===== src/rtl/ksa_share_arbiter.sv =====
// Round-robin front end for one shared, pipelined Kogge-Stone adder.
// Accepts one operation per cycle, registers the operands that drive the
// adder, tracks each in-flight operation with a tag pipeline, and steers
// the adder's sum back to the requester that issued it. Each requester
// may have at most one operation outstanding.
module ksa_share_arbiter #(
    parameter int unsigned BITS = 64,
    parameter int unsigned N    = 4,
    parameter int unsigned IDW  = 2,
    parameter int unsigned LAT  = 2
) (
    input  logic              clk,
    input  logic              rst_n,
    input  logic [N-1:0]      req_valid,
    output logic [N-1:0]      req_ready,
    input  logic [N*BITS-1:0] req_a,
    input  logic [N*BITS-1:0] req_b,
    input  logic [N-1:0]      req_c,
    output logic [BITS-1:0]   add_a,
    output logic [BITS-1:0]   add_b,
    output logic              add_c,
    input  logic [BITS:0]     add_s,
    output logic [N-1:0]      rsp_valid,
    output logic [IDW-1:0]    rsp_id,
    output logic [BITS:0]     rsp_s
);

    // Per-requester outstanding flag (1 = PEND, 0 = IDLE)
    logic [N-1:0]   pend_q, pend_d;
    // Round-robin pointer: index with highest priority this cycle
    logic [IDW-1:0] ptr_q, ptr_d;

    // Issue register feeding the adder
    logic [BITS-1:0] add_a_q, add_b_q;
    logic            add_c_q;
    logic [BITS-1:0] sel_a, sel_b;
    logic            sel_c;

    // Tag pipeline, one stage per clock edge between grant and sum valid
    logic [LAT:0]   tag_vld_q;
    logic [IDW-1:0] tag_id_q [LAT+1];

    logic [N-1:0]   eligible;
    logic [N-1:0]   grant;
    logic [IDW-1:0] grant_id;
    logic           any_grant;
    logic           found;

    // Eligibility: requesting and idle; nothing is granted while in reset
    always_comb begin
        eligible = req_valid & ~pend_q & {N{rst_n}};
    end

    // Round-robin pick: first eligible at or above ptr, else lowest eligible (wrap)
    always_comb begin
        grant    = '0;
        grant_id = '0;
        found    = 1'b0;
        for (int i = 0; i < N; i++) begin
            if (!found && eligible[i] && (IDW'(i) >= ptr_q)) begin
                found    = 1'b1;
                grant[i] = 1'b1;
                grant_id = IDW'(i);
            end
        end
        for (int i = 0; i < N; i++) begin
            if (!found && eligible[i]) begin
                found    = 1'b1;
                grant[i] = 1'b1;
                grant_id = IDW'(i);
            end
        end
        any_grant = found;
    end

    assign req_ready = grant;

    // Operand select for the granted requester and next pointer value
    always_comb begin
        sel_a = '0;
        sel_b = '0;
        sel_c = 1'b0;
        ptr_d = ptr_q;
        for (int i = 0; i < N; i++) begin
            if (grant[i]) begin
                sel_a = req_a[i*BITS +: BITS];
                sel_b = req_b[i*BITS +: BITS];
                sel_c = req_c[i];
                ptr_d = IDW'((i + 1) % N);
            end
        end
    end

    // Response decode from the final tag stage; the sum is gated so it reads 0 when idle
    always_comb begin
        rsp_valid = '0;
        for (int i = 0; i < N; i++) begin
            rsp_valid[i] = tag_vld_q[LAT] && (tag_id_q[LAT] == IDW'(i));
        end
        rsp_id = tag_vld_q[LAT] ? tag_id_q[LAT] : '0;
        rsp_s  = tag_vld_q[LAT] ? add_s : '0;
    end

    // Outstanding tracking: set on handshake, cleared at the end of the response cycle
    always_comb begin
        pend_d = (pend_q | grant) & ~rsp_valid;
    end

    // Arbiter state: pending flags and round-robin pointer
    always_ff @(posedge clk or negedge rst_n) begin
        if (!rst_n) begin
            pend_q <= '0;
            ptr_q  <= '0;
        end else begin
            pend_q <= pend_d;
            if (any_grant) begin
                ptr_q <= ptr_d;
            end
        end
    end

    // Issue register: load on grant, otherwise hold the last operands
    always_ff @(posedge clk or negedge rst_n) begin
        if (!rst_n) begin
            add_a_q <= '0;
            add_b_q <= '0;
            add_c_q <= 1'b0;
        end else if (any_grant) begin
            add_a_q <= sel_a;
            add_b_q <= sel_b;
            add_c_q <= sel_c;
        end
    end

    assign add_a = add_a_q;
    assign add_b = add_b_q;
    assign add_c = add_c_q;

    // Tag pipeline: shifts every cycle, never stalls; reset discards in-flight ops
    always_ff @(posedge clk or negedge rst_n) begin
        if (!rst_n) begin
            tag_vld_q <= '0;
            for (int s = 0; s <= LAT; s++) begin
                tag_id_q[s] <= '0;
            end
        end else begin
            tag_vld_q[0] <= any_grant;
            tag_id_q[0]  <= grant_id;
            for (int s = 1; s <= LAT; s++) begin
                tag_vld_q[s] <= tag_vld_q[s-1];
                tag_id_q[s]  <= tag_id_q[s-1];
            end
        end
    end

endmodule


===== config.mk =====
export PLATFORM = sky130hd
export DESIGN_NAME = ksa_share_arbiter
export DESIGN_NICKNAME = d
export VERILOG_FILES = /design/src/rtl/ksa_share_arbiter.sv
export SDC_FILE = /design/constraint.sdc
export NUM_CORES = 1
export LEC_CHECK = 0
export CAP_MARGIN = 5
export CORE_AREA = 2 2 309 311
export DETAILED_ROUTE_END_ITERATION = 10
export DIE_AREA = 0 0 311 313
export DONT_BUFFER_PORTS = 1
export PLACE_DENSITY = 0.3
export SYNTH_ARGS = -nofsm -noshare
export SYNTH_HDL_FRONTEND = slang
export SYNTH_SLANG_ARGS = --single-unit

===== constraint.sdc =====
create_clock -name clk -period 4.3 [get_ports clk]
set_input_delay 1.29 -clock clk [delete_from_list [all_inputs] [get_ports clk]]
set_output_delay 1.29 -clock clk [all_outputs]
set_load 0.01 [all_outputs]

==> results.py <==
metrics = {
    "timing": {
        "fin_crit_sh_pct": 79.4,
        "slew_headroom_pct": 27.4,
        "hold_ws_ns": 0.350,
        "rsz0062_at_grt": "no",
        "worst_pin_slew_ns": 1.09,
        "period_minus_slack_ns": 3.41,
        "drv_slew": 0,
        "setup_viol": 0,
        "fin_skew_ns": 0.0102,
        "hold_violations": 0,
        "tns_ns": 0,
        "clock.fmax_ghz": 0.293,
    },
    "setup_path": {
        "critical_path_buf_inv_count": 0,
        "crit_type": "primary input to primary output",
        "crit_family": "simple AND/OR/NAND/NOR gates",
        "cp_cell_sequence": "nor4bb_1, o32a_1, nor2_4",
        "path_depth": 3,
        "cp_data_arrival_time_ns": 2.12,
        "cp-start-kind": "primary input",
        "cp_slowest_cell": "o32a_1",
        "crit_path_end_kind": "primary output",
        "slowest_delay_ns": 0.33,
        "rr_worst_depth": 6,
        "worst-path-max-fanout": 153,
        "worst_ep_required_time_ns": 3.01,
    },
    "floorplan": {
        "ios": 791,
        "num_rows": 113,
        "initial_core_util_pct": 10.0,
        "fp.dieArea_um2": 97300,
        "die_w_um": 311,
        "die_y_um": 313,
        "core_um2": 94200,
    },
    "logic_synthesis": {
        "syn_avg_cell_area_um2": 9.45,
        "yosysUniqueCellTypes": 36,
        "synth_fa_ha_area_share_pct": 0,
        "syn_area_um2": 9450,
        "synth-edff-count": 0,
        "yosys_warnings": 0,
        "synth_fp_nets": 1587,
        "synthMostInstantiatedCell": "a221oi_2",
        "ys.flop_type": "dfrtp_1",
        "synth_top_area_share_pct": 38.1,
        "synth_common_cells": "a221oi_2 (151), dfrtp_1 (144), nor2_1 (140)",
        "synthXorXnorAreaFrac_pct": 0,
        "synth_mux_area_share_pct": 0,
        "async_reset_ff_share_pct": 100,
        "ys_ff_latch": 144,
        "synth_compound_gate_area_share_pct": 35.2,
        "synth_top_family_by_area": "compound AO/OA/AOI/OAI gates",
        "yosysSeqAreaShare_pct": 38.1,
        "yosys-top-cells-area": "dfrtp_1 (38%), a221oi_2 (24%), a221oi_1 (9.9%)",
        "synth_simple_gate_area_share_pct": 16.6,
        "netlist_instances": 1000,
        "synth_top_area_cell": "dfrtp_1",
    },
    "routing": {
        "dr_total_vias": 8252,
        "dr.pass1.iters": 5,
        "ant_nets": 0,
        "avgRoutedWirePerCell_um": 20.3,
        "drt-total-wl_um": 45300,
        "routed_via_density": 3.70,
        "drcViolationCount": 0,
        "drtIter0Drc": 441,
    },
    "cells_and_area": {
        "drive_above_1_share_pct": 21.6,
        "num-nets-final": 1527,
        "area_delta_synth_final_pct": 22.2,
        "layoutNonFillerInstCount": 2229,
    },
    "global_route": {
        "grtUsageTotal_pct": 8.98,
        "grt_pass1_vias": 8459,
        "overflow": 0,
        "grt_pass1_wl_um": 63100,
        "antenna_found_initial": 22,
        "grt_start_max_net_pins": 154,
    },
    "cts": {
        "hold_buffers": 0,
        "cts_resized": 0,
        "cts_tree": "built",
        "cts_inserted_buffers": 17,
        "htree_levels": 4,
        "postCtsSetupRepairBufs": 0,
        "worstSkewPairLatency_ns": 0.50,
        "clock-root-buffer": "clkbuf_16",
        "clockBufferDepth": 2,
        "clock_sinks": 144,
        "path_clk_slew_ns": 0.07,
    },
    "worst_hold_path": {
        "holdCritPathClass": "flop to flop",
        "whs_path_depth": 0,
    },
    "placed_design": {
        "numPortBuffers": 0,
        "dpl.hpwl_um": 34800,
        "place_inst": 2186,
        "gp_congestion": 0.936,
    },
    "flow_run": {
        "cap_violations": 0,
    },
    "power_and_ir_drop": {
        "powerDensity_nw_per_um2": 665,
        "max-vdd-ir-drop_mv": 0.311,
        "leakage_uw": 0.00438,
    },
    "run_status": {
        "status": "finished clean",
    },
}
-- flip-flops by register name (all words and copies together), names as in the netlist --
name / flops
add_c: 1
pend_q: 4
add_a: 64
tag_id_q: 6
ptr_q: 2
tag_vld_q: 3
add_b: 64
-- worst paths after layout --
| check | startpoint | endpoint | slack [ns] |
|---|---|---|---|
| max | rst_n | req_ready[1] | 0.89 |
| min | tag_id_q[5] | tag_id_q[3] | 0.35 |
| max reg2reg | pend_q[3] | add_b[33] | 1.61 |
| min reg2reg | tag_id_q[5] | tag_id_q[3] | 0.35 |
| max in group asynchronous | rst_n | add_b[33] | 3.53 |
| min in group asynchronous | rst_n | add_b[43] | 0.48 |
-- per-layer routing --
| metal | global-route usage, % | wire length, um | share of wire, % | vias up |
|---|---|---|---|---|
| met2 | 14.3 | 21600 | 48 | 589 |
| met5 | 0 | 93 | 0.21 | - |
| met1 | 9.65 | 16600 | 37 | 4032 |
| li1 | - | - | - | 3525 |
| met4 | 5.43 | 2190 | 4.8 | 14 |
| met3 | 4.29 | 4860 | 11 | 92 |
-- worst reg2reg max path, cell delays in order (launching register included) --
cell and delay [ns]:
dfrtp_1 0.41, nand3b_1 0.20, nor2_1 0.28, o21a_4 0.25, buf_4 0.23, buf_4 0.71, a221oi_1 0.43
-- layout make-up --
type	instances	area, um^2
inverters	132	498
fillers	10800	82600
well taps	1265	1580
repair buffers	15	238
clock buffers	17	425
diodes	11	27.5
multi-input cells	630	4940
flip-flops and latches	144	3600
clock inverters	15	230
-- power by group --
part	switching, uW	total (uW)	leakage (uW)	internal, uW
registers	996	3040	0.00172	2040
clock network	755	1790	0.000311	1040
logic	1680	2850	0.00235	1170
total	3430	7680	0.00438	4250
-- cell families after synthesis --
| logic type | count (synthesis) |
|---|---|
| flip-flops | 144 |
| buffers and inverters | 226 |
| AND/OR/NAND/NOR | 357 |
| AO/OA/AOI/OAI | 273 |
-- through the flow --
stage	cell area [um^2]	utilization, %	worst slack [ns]	power [uW]
floorplan	9450	-	0.680	5020
global placement	10900	11.5	0.778	5970
detailed placement	10900	11.5	0.772	5960
CTS	11500	12.2	0.932	7850
global route	11500	12.3	0.835	8190
finish	11500	12.3	0.885	7680
-- cells in the final DEF, fill, tap and decap left out, types with 2 or more instances in the layout --
cell type     n
nor2b_1       2
buf_4         5
a31oi_1       2
dfrtp_1     144
a221oi_2    151
a221oi_1    107
nand2_1     134
inv_1       131
buf_12       10
a211o_1       2
inv_6         4
nand2b_1      4
bufinv_16     5
clkbuf_16    17
nand3_1       2
clkinvlp_4    3
nor2_1      140
clkinv_4      2
nand3b_1      2
and2_1       65
diode_2      11
Note: power is estimated with default switching activity, not from simulation.
